## src/rtl/sha256_round_engine_pkg.sv

```systemverilog
// Shared SHA-256 types, round constants and the sigma/choice/majority helpers
// used by the round engine and by later hash stages.
package sha256_round_engine_pkg;

    localparam int unsigned WORD   = 32;
    localparam int unsigned ROUNDS = 64;
    localparam int unsigned WIN    = 16;
    localparam int unsigned TW     = $clog2(ROUNDS);
    localparam int unsigned CW     = $clog2(WIN);

    typedef logic [WORD-1:0] word_t;

    typedef enum logic [1:0] {
        ST_IDLE,
        ST_LOAD,
        ST_ROUND,
        ST_DONE
    } state_t;

    // Working variables A..H, A in the most significant slot
    typedef struct packed {
        word_t a;
        word_t b;
        word_t c;
        word_t d;
        word_t e;
        word_t f;
        word_t g;
        word_t h;
    } work_t;

    localparam word_t K_TABLE [ROUNDS] = '{
        32'h428a2f98, 32'h71374491, 32'hb5c0fbcf, 32'he9b5dba5, 32'h3956c25b, 32'h59f111f1, 32'h923f82a4, 32'hab1c5ed5,
        32'hd807aa98, 32'h12835b01, 32'h243185be, 32'h550c7dc3, 32'h72be5d74, 32'h80deb1fe, 32'h9bdc06a7, 32'hc19bf174,
        32'he49b69c1, 32'hefbe4786, 32'h0fc19dc6, 32'h240ca1cc, 32'h2de92c6f, 32'h4a7484aa, 32'h5cb0a9dc, 32'h76f988da,
        32'h983e5152, 32'ha831c66d, 32'hb00327c8, 32'hbf597fc7, 32'hc6e00bf3, 32'hd5a79147, 32'h06ca6351, 32'h14292967,
        32'h27b70a85, 32'h2e1b2138, 32'h4d2c6dfc, 32'h53380d13, 32'h650a7354, 32'h766a0abb, 32'h81c2c92e, 32'h92722c85,
        32'ha2bfe8a1, 32'ha81a664b, 32'hc24b8b70, 32'hc76c51a3, 32'hd192e819, 32'hd6990624, 32'hf40e3585, 32'h106aa070,
        32'h19a4c116, 32'h1e376c08, 32'h2748774c, 32'h34b0bcb5, 32'h391c0cb3, 32'h4ed8aa4a, 32'h5b9cca4f, 32'h682e6ff3,
        32'h748f82ee, 32'h78a5636f, 32'h84c87814, 32'h8cc70208, 32'h90befffa, 32'ha4506ceb, 32'hbef9a3f7, 32'hc67178f2
    };

    function automatic word_t k_const(input logic [TW-1:0] t);
        return K_TABLE[t];
    endfunction

    function automatic word_t rotr(input word_t x, input int unsigned n);
        return (x >> n) | (x << (WORD - n));
    endfunction

    function automatic word_t big_sigma0(input word_t x);
        return rotr(x, 2) ^ rotr(x, 13) ^ rotr(x, 22);
    endfunction

    function automatic word_t big_sigma1(input word_t x);
        return rotr(x, 6) ^ rotr(x, 11) ^ rotr(x, 25);
    endfunction

    function automatic word_t small_sigma0(input word_t x);
        return rotr(x, 7) ^ rotr(x, 18) ^ (x >> 3);
    endfunction

    function automatic word_t small_sigma1(input word_t x);
        return rotr(x, 17) ^ rotr(x, 19) ^ (x >> 10);
    endfunction

    function automatic word_t ch(input word_t x, input word_t y, input word_t z);
        return (x & y) ^ (~x & z);
    endfunction

    function automatic word_t maj(input word_t x, input word_t y, input word_t z);
        return (x & y) ^ (x & z) ^ (y & z);
    endfunction

endpackage

```

## src/rtl/sha256_round_engine_if.sv

```systemverilog
// Message word stream into the round engine (valid/ready).
interface sha256_round_engine_if;
    import sha256_round_engine_pkg::*;

    word_t msg_word;
    logic  msg_valid;
    logic  msg_ready;

    modport master (output msg_word, output msg_valid, input msg_ready);
    modport slave  (input msg_word, input msg_valid, output msg_ready);
endinterface

```

## src/rtl/sha256_schedule.sv

```systemverilog
// 16-word message schedule window: shifts in loaded words, then expands
// one new word per round; wt is always the oldest entry.
module sha256_schedule
    import sha256_round_engine_pkg::*;
(
    input  logic  clk,
    input  logic  rst_n,
    input  logic  load,
    input  logic  step,
    input  word_t in_word,
    output word_t wt
);

    word_t w [WIN];
    word_t w_new;

    // Loaded word during LOAD, sigma expansion during rounds
    always_comb begin
        w_new = small_sigma1(w[14]) + w[9] + small_sigma0(w[1]) + w[0];
        if (load) begin
            w_new = in_word;
        end
    end

    always_ff @(posedge clk or negedge rst_n) begin
        if (!rst_n) begin
            for (int i = 0; i < WIN; i++) begin
                w[i] <= '0;
            end
        end else if (load || step) begin
            for (int i = 0; i < WIN - 1; i++) begin
                w[i] <= w[i+1];
            end
            w[WIN-1] <= w_new;
        end
    end

    assign wt = w[0];

endmodule

```

## src/rtl/sha256_round_engine.sv

```systemverilog
// SHA-256 compression stage: loads 16 message words, runs 64 rounds at one per
// clock from the current hash, then pulses done with final A..H.
module sha256_round_engine
    import sha256_round_engine_pkg::*;
(
    input  logic                  clk,
    input  logic                  rst_n,
    sha256_round_engine_if.slave  msg,
    input  logic                  abort,
    input  word_t                 hash0,
    input  word_t                 hash1,
    input  word_t                 hash2,
    input  word_t                 hash3,
    input  word_t                 hash4,
    input  word_t                 hash5,
    input  word_t                 hash6,
    input  word_t                 hash7,
    output word_t                 A,
    output word_t                 B,
    output word_t                 C,
    output word_t                 D,
    output word_t                 E,
    output word_t                 F,
    output word_t                 G,
    output word_t                 H,
    output logic                  busy,
    output logic                  done
);

    state_t          state, state_nxt;
    logic [CW-1:0]   wcnt;
    logic [TW-1:0]   t;
    logic            ready_q, busy_q, done_q;
    logic            accept, load_hash, do_round;
    work_t           work, round_nxt;
    word_t           wt, t1, t2;

    always_ff @(posedge clk or negedge rst_n) begin
        if (!rst_n) begin
            state <= ST_IDLE;
        end else begin
            state <= state_nxt;
        end
    end

    // Next state and datapath controls; abort overrides everything
    always_comb begin
        state_nxt = state;
        accept    = msg.msg_valid && ready_q;
        load_hash = 1'b0;
        do_round  = 1'b0;
        case (state)
            ST_IDLE, ST_LOAD: begin
                if (accept) begin
                    state_nxt = ST_LOAD;
                    if (wcnt == CW'(WIN - 1)) begin
                        state_nxt = ST_ROUND;
                        load_hash = 1'b1;
                    end
                end
            end
            ST_ROUND: begin
                do_round = 1'b1;
                if (t == TW'(ROUNDS - 1)) begin
                    state_nxt = ST_DONE;
                end
            end
            ST_DONE:  state_nxt = ST_IDLE;
            default:  state_nxt = ST_IDLE;
        endcase
        if (abort) begin
            state_nxt = ST_IDLE;
            accept    = 1'b0;
            load_hash = 1'b0;
            do_round  = 1'b0;
        end
    end

    sha256_schedule u_schedule (
        .clk     (clk),
        .rst_n   (rst_n),
        .load    (accept),
        .step    (do_round),
        .in_word (msg.msg_word),
        .wt      (wt)
    );

    always_comb begin
        t1 = work.h + big_sigma1(work.e) + ch(work.e, work.f, work.g) + k_const(t) + wt;
        t2 = big_sigma0(work.a) + maj(work.a, work.b, work.c);
        round_nxt = work_t'{t1 + t2, work.a, work.b, work.c, work.d + t1, work.e, work.f, work.g};
    end

    // Status flags are decoded from the next state so they track it registered
    always_ff @(posedge clk or negedge rst_n) begin
        if (!rst_n) begin
            ready_q <= 1'b0;
            busy_q  <= 1'b0;
            done_q  <= 1'b0;
            wcnt    <= '0;
            t       <= '0;
            work    <= '0;
        end else begin
            ready_q <= (state_nxt == ST_IDLE) || (state_nxt == ST_LOAD);
            busy_q  <= (state_nxt != ST_IDLE);
            done_q  <= (state_nxt == ST_DONE);
            if (abort) begin
                wcnt <= '0;
            end else if (accept) begin
                wcnt <= wcnt + CW'(1);
            end
            if (abort || load_hash) begin
                t <= '0;
            end else if (do_round) begin
                t <= t + TW'(1);
            end
            if (load_hash) begin
                work <= work_t'{hash0, hash1, hash2, hash3, hash4, hash5, hash6, hash7};
            end else if (do_round) begin
                work <= round_nxt;
            end
        end
    end

    assign msg.msg_ready = ready_q;
    assign busy = busy_q;
    assign done = done_q;
    assign A = work.a;
    assign B = work.b;
    assign C = work.c;
    assign D = work.d;
    assign E = work.e;
    assign F = work.f;
    assign G = work.g;
    assign H = work.h;

endmodule
```

## src/flat_wrapper.sv

```systemverilog
// flat-port wrapper written by rule: the top's interface ports become plain ports
module sha256_round_engine_flat import sha256_round_engine_pkg::*;
  (clk, rst_n, abort, hash0, hash1, hash2, hash3, hash4, hash5, hash6, hash7, A, B, C, D, E, F, G, H, busy, done, msg_msg_word, msg_msg_valid, msg_msg_ready);
  sha256_round_engine_if msg_i ();
  input  logic clk;
  input  logic rst_n;
  input  logic abort;
  input  word_t hash0;
  input  word_t hash1;
  input  word_t hash2;
  input  word_t hash3;
  input  word_t hash4;
  input  word_t hash5;
  input  word_t hash6;
  input  word_t hash7;
  output word_t A;
  output word_t B;
  output word_t C;
  output word_t D;
  output word_t E;
  output word_t F;
  output word_t G;
  output word_t H;
  output logic busy;
  output logic done;
  input wire logic [$bits(msg_i.msg_word)-1:0] msg_msg_word;
  input wire logic [$bits(msg_i.msg_valid)-1:0] msg_msg_valid;
  output wire logic [$bits(msg_i.msg_ready)-1:0] msg_msg_ready;
  assign msg_i.msg_word = msg_msg_word;
  assign msg_i.msg_valid = msg_msg_valid;
  assign msg_msg_ready = msg_i.msg_ready;
  sha256_round_engine u_core (.clk(clk), .rst_n(rst_n), .msg(msg_i), .abort(abort), .hash0(hash0), .hash1(hash1), .hash2(hash2), .hash3(hash3), .hash4(hash4), .hash5(hash5), .hash6(hash6), .hash7(hash7), .A(A), .B(B), .C(C), .D(D), .E(E), .F(F), .G(G), .H(H), .busy(busy), .done(done));
endmodule
```

## config.mk

```make
export PLATFORM = sky130hd
export DESIGN_NAME = sha256_round_engine_flat
export DESIGN_NICKNAME = d
export VERILOG_FILES = /design/src/rtl/sha256_round_engine_pkg.sv /design/src/rtl/sha256_round_engine_if.sv /design/src/rtl/sha256_schedule.sv /design/src/rtl/sha256_round_engine.sv /design/src/flat_wrapper.sv
export SDC_FILE = /design/constraint.sdc
export NUM_CORES = 2
export LEC_CHECK = 0
export ABC_AREA = 1
export ABC_CLOCK_PERIOD_IN_PS = 9800
export CAP_MARGIN = 10
export CORE_ASPECT_RATIO = 0.5
export CORE_MARGIN = 2
export CORE_UTILIZATION = 55
export DETAILED_ROUTE_END_ITERATION = 16
export PLACE_DENSITY = 0.78
export SYNTH_ARGS = -nofsm -noshare
export SYNTH_HDL_FRONTEND = slang
export SYNTH_SLANG_ARGS = --single-unit
```

## constraint.sdc

```tcl
create_clock -name clk -period 9.8 [get_ports clk]
set_input_delay 1.96 -clock clk [delete_from_list [all_inputs] [get_ports clk]]
set_output_delay 1.96 -clock clk [all_outputs]
set_load 0.05 [all_outputs]
```

==> summary.md <==
| Metric | Value |
|---|---|
| Outcome | completed |
| Reg clk slew, reported paths | 70 ps |
| Die Span Y | 213.5 um |
| Hold buffer count at CTS | 0 |
| Synth cell types | 65 |
| Hold Startpoint | u_core.u_schedule.w[297] |
| First-pass detailed-route iteration total | 8 |
| Synth warn | 0 |
| Via count | 44.61k |
| Met2 Wirelength | 85430 um |
| CP Launch Type | register |
| Filler cell count | 6920 |
| Max Cap Viol | 0 |
| Async set-reset flop share out of synthesis | 1.000 |
| Commonest non-fill, non-tap cell in the layout | nand2_1 |
| Post-Synthesis Cell Area | 48290 um2 |
| Sequential area share after synthesis | 0.4057 |
| Fin crit share | 0.8929 |
| Arr. time, crit path | 9280 ps |
| Crit-path max cell delay | 570 ps |
| CTS sink count | 783 |
| Min-Delay Endpoint | u_core.u_schedule.w[329] |
| Core Util, Final | 0.6552 |
| Row cnt | 76 |
| Mean post-synth cell area | 8.100 um2 |
| Synth Flop Type | dfrtp_1 |
| Peak supply drop | 269.5 uV |
| Initial antenna violation count | 5 |
| Worst Setup End Kind | register |
| Post-CTS Setup Bufs | 0 |
| Endpoints failing setup | 0 |
| Buf+Inv Stages, Crit Path | 9 |
| RSZ-0062 raised after global routing | false |
| WHS Path Cells | 2 |
| Overflow left after global routing | 0 |
| Clk_skew | 38.63 ps |
| Fin. max-slew vios | 0 |
| Worst reg2reg startpoint | u_core.t[0] |
| FF-to-FF path depth | 39 |
| EDFF count, synth | 0 |
| Final GP Congestion | 1.022 |
| First-pass GRT wire length | 270400 um |
| Die Span X | 423.1 um |
| Worst-case clock buffer depth | 3 |
| Reg-to-reg endpoint | u_core.A[25] |
| Most frequent cells in the layout | nand2_1, inv_1, dfrtp_1 |
| Total GRT Usage | 0.3998 |
| Crit-path max FO | 12 |
| Clock Latency Late Sink | 700 ps |
| Highest routing layer actually used | met5 |
| CTS HTree Levels | 3 |
| Net Count, Synth | 6584 |
| Die area | 90330 um2 |
| Overall power | 17860 uW |
| Metal-1 WL | 71340 um |
| F_max | 114.3 MHz |
| Met3 wire length | 15500 um |
| Slowest cell on crit path | fa_1 |
| Layout area overhead | 17.40% |
| Core area | 86530 um2 |
| CP most frequent cell | inv_1 |
| Min-Delay Path Class | register to register |
| Residual DRC | 0 |
| Final Hold Violating Endpoints | 0 |
| Placed insts | 7415 |
| Total Nets Final | 6938 |
| Worst Tran Pin Value | 1134 ps |
| Antenna Violating Nets Remaining | 0 |
| Resized cells post-CTS | 0 |
| Root buf cell | clkbuf_16 |
| IO Pins | 551 |
| FF+latch count, synth | 783 |
| DP HPWL | 139500 um |
| Via density | 5.917 |
| Reg2Reg Setup Slack | 1050 ps |
| Final setup TNS | 0 ps |
| Starting Density | 0.5581 |
| Hold WS | 467.0 ps |
| CP required | 10330 ps |
| Synth Instances | 5962 |
| Crit path kind | register to register |
| Cell type group with the largest total delay on the critical path | adder cells |
| Vias in the first global route | 43.98k |
| Min Clock Period, post-route | 8750 ps |
| Wirelength, routed | 182900 um |
| Worst rel slew slack | 0.2441 |
| P_leak | 0.02727 uW |
| Number of port buffers | 550 |
| CTS tree | yes |
| Iteration-0 DRC Markers | 4942 |
| PwrDens | 314.9 nW/um2 |
| Drt wl/cell | 24.25 um |
| Largest net degree at the start of global routing | 240 |
| Layout Cells excl Fill | 7540 |
| Cts bufs inserted | 69 |
| Share of layout cells above drive strength 1 | 0.03566 |
## area by class of cell
cell class                 instances  area [um2]  share of cell area
timing repair buffer             601        5956              0.1050
tap                             1170        1464             0.02582
inverter                         834        3152             0.05559
sequential                       783       19600              0.3456
clock inverter                    24       369.1            0.006510
multi-input combinational       4027       24210              0.4270
clock buffer                      97        1942             0.03425
antenna                            4       10.01           0.0001766
## cell usage after synthesis, types with 10 or more instances
library cell | n | area, um2
fa_1 | 187 | 3744
nand4_1 | 20 | 125.1
inv_2 | 11 | 41.29
o21bai_1 | 25 | 187.7
inv_1 | 819 | 3074
nand3_1 | 152 | 760.7
xor2_1 | 166 | 1454
dfrtp_1 | 783 | 19590
a31oi_1 | 29 | 181.4
clkbuf_1 | 181 | 679.4
o22ai_1 | 12 | 75.07
a21oi_1 | 226 | 1131
o21ai_0 | 531 | 2658
buf_1 | 10 | 37.54
o221ai_1 | 161 | 1410
nor2_1 | 213 | 799.5
nor3_1 | 26 | 130.1
nand2_1 | 1737 | 6520
nand2_2 | 12 | 75.07
ha_1 | 143 | 1789
buf_2 | 118 | 590.6
xnor2_1 | 138 | 1209
a21o_1 | 12 | 90.09
o21ai_1 | 19 | 95.09
o211ai_1 | 111 | 833.3
## where the power goes
part / switching [uW] / internal (uW)
Combinational: 7080 / 3650
Clock: 1360 / 1500
Sequential: 548 / 3720
## state kept, by name, indices dropped and copies added, names as in the netlist
register	cells
u_core.u_schedule.w	480
u_core.A	32
u_core.B	32
u_core.C	32
u_core.D	32
u_core.E	32
u_core.F	32
u_core.G	32
u_core.H	32
u_core.u_schedule.wt	32
u_core.t	6
u_core.wcnt	4
u_core.state	2
u_core.busy	1
u_core.done	1
u_core.msg.msg_ready	1
## per-stage QoR
step	instance area [um2]	setup WS, ps
floorplan	48290	2854
global placement	54370	1348
detailed placement	54370	1329
CTS	56680	1226
global route	56680	449.2
finish	56690	1050
## cell families after synthesis
family,count (synthesis),share of synthesized area
adders and majority gates,330,0.1146
and+or+nand+nor,2190,0.1792
xor gates and xnor gates,304,0.05513
buffers and inverters,1152,0.09338
DFF,783,0.4057
AOI/OAI and AO/OA,1203,0.1520
## worst max path at each step
| stage | start | to | slack, ps | depth (start not counted) |
|---|---|---|---|---|
| 2_1_floorplan | u_core.t[1] | u_core.A[26] | 2850 | 38 |
| 3_3_place_gp | u_core.t[0] | u_core.A[20] | 1350 | 34 |
| 3_5_place_dp | u_core.t[0] | u_core.A[25] | 1330 | 39 |
| 4_1_cts | u_core.t[0] | u_core.A[25] | 1230 | 39 |
| 5_1_grt | u_core.t[0] | u_core.A[26] | 450 | 35 |
| 6_report | u_core.t[0] | u_core.A[25] | 1050 | 39 |
## per-layer routing
layer	vias to the layer above	GRT usage
met2	2263	0.6519
met4	4	0.2086
met1	21970	0.5124
met3	590	0.07794
met5	-	0
li1	19790	-
## worst min-delay path, delay by kind of cell (launching register included)
kind / cells / cell delay (ps)
DFF: 1 / 350
and+or+nand+nor: 1 / 50
AOI/OAI and AO/OA: 1 / 60
Power figures use the tool's default switching activity.
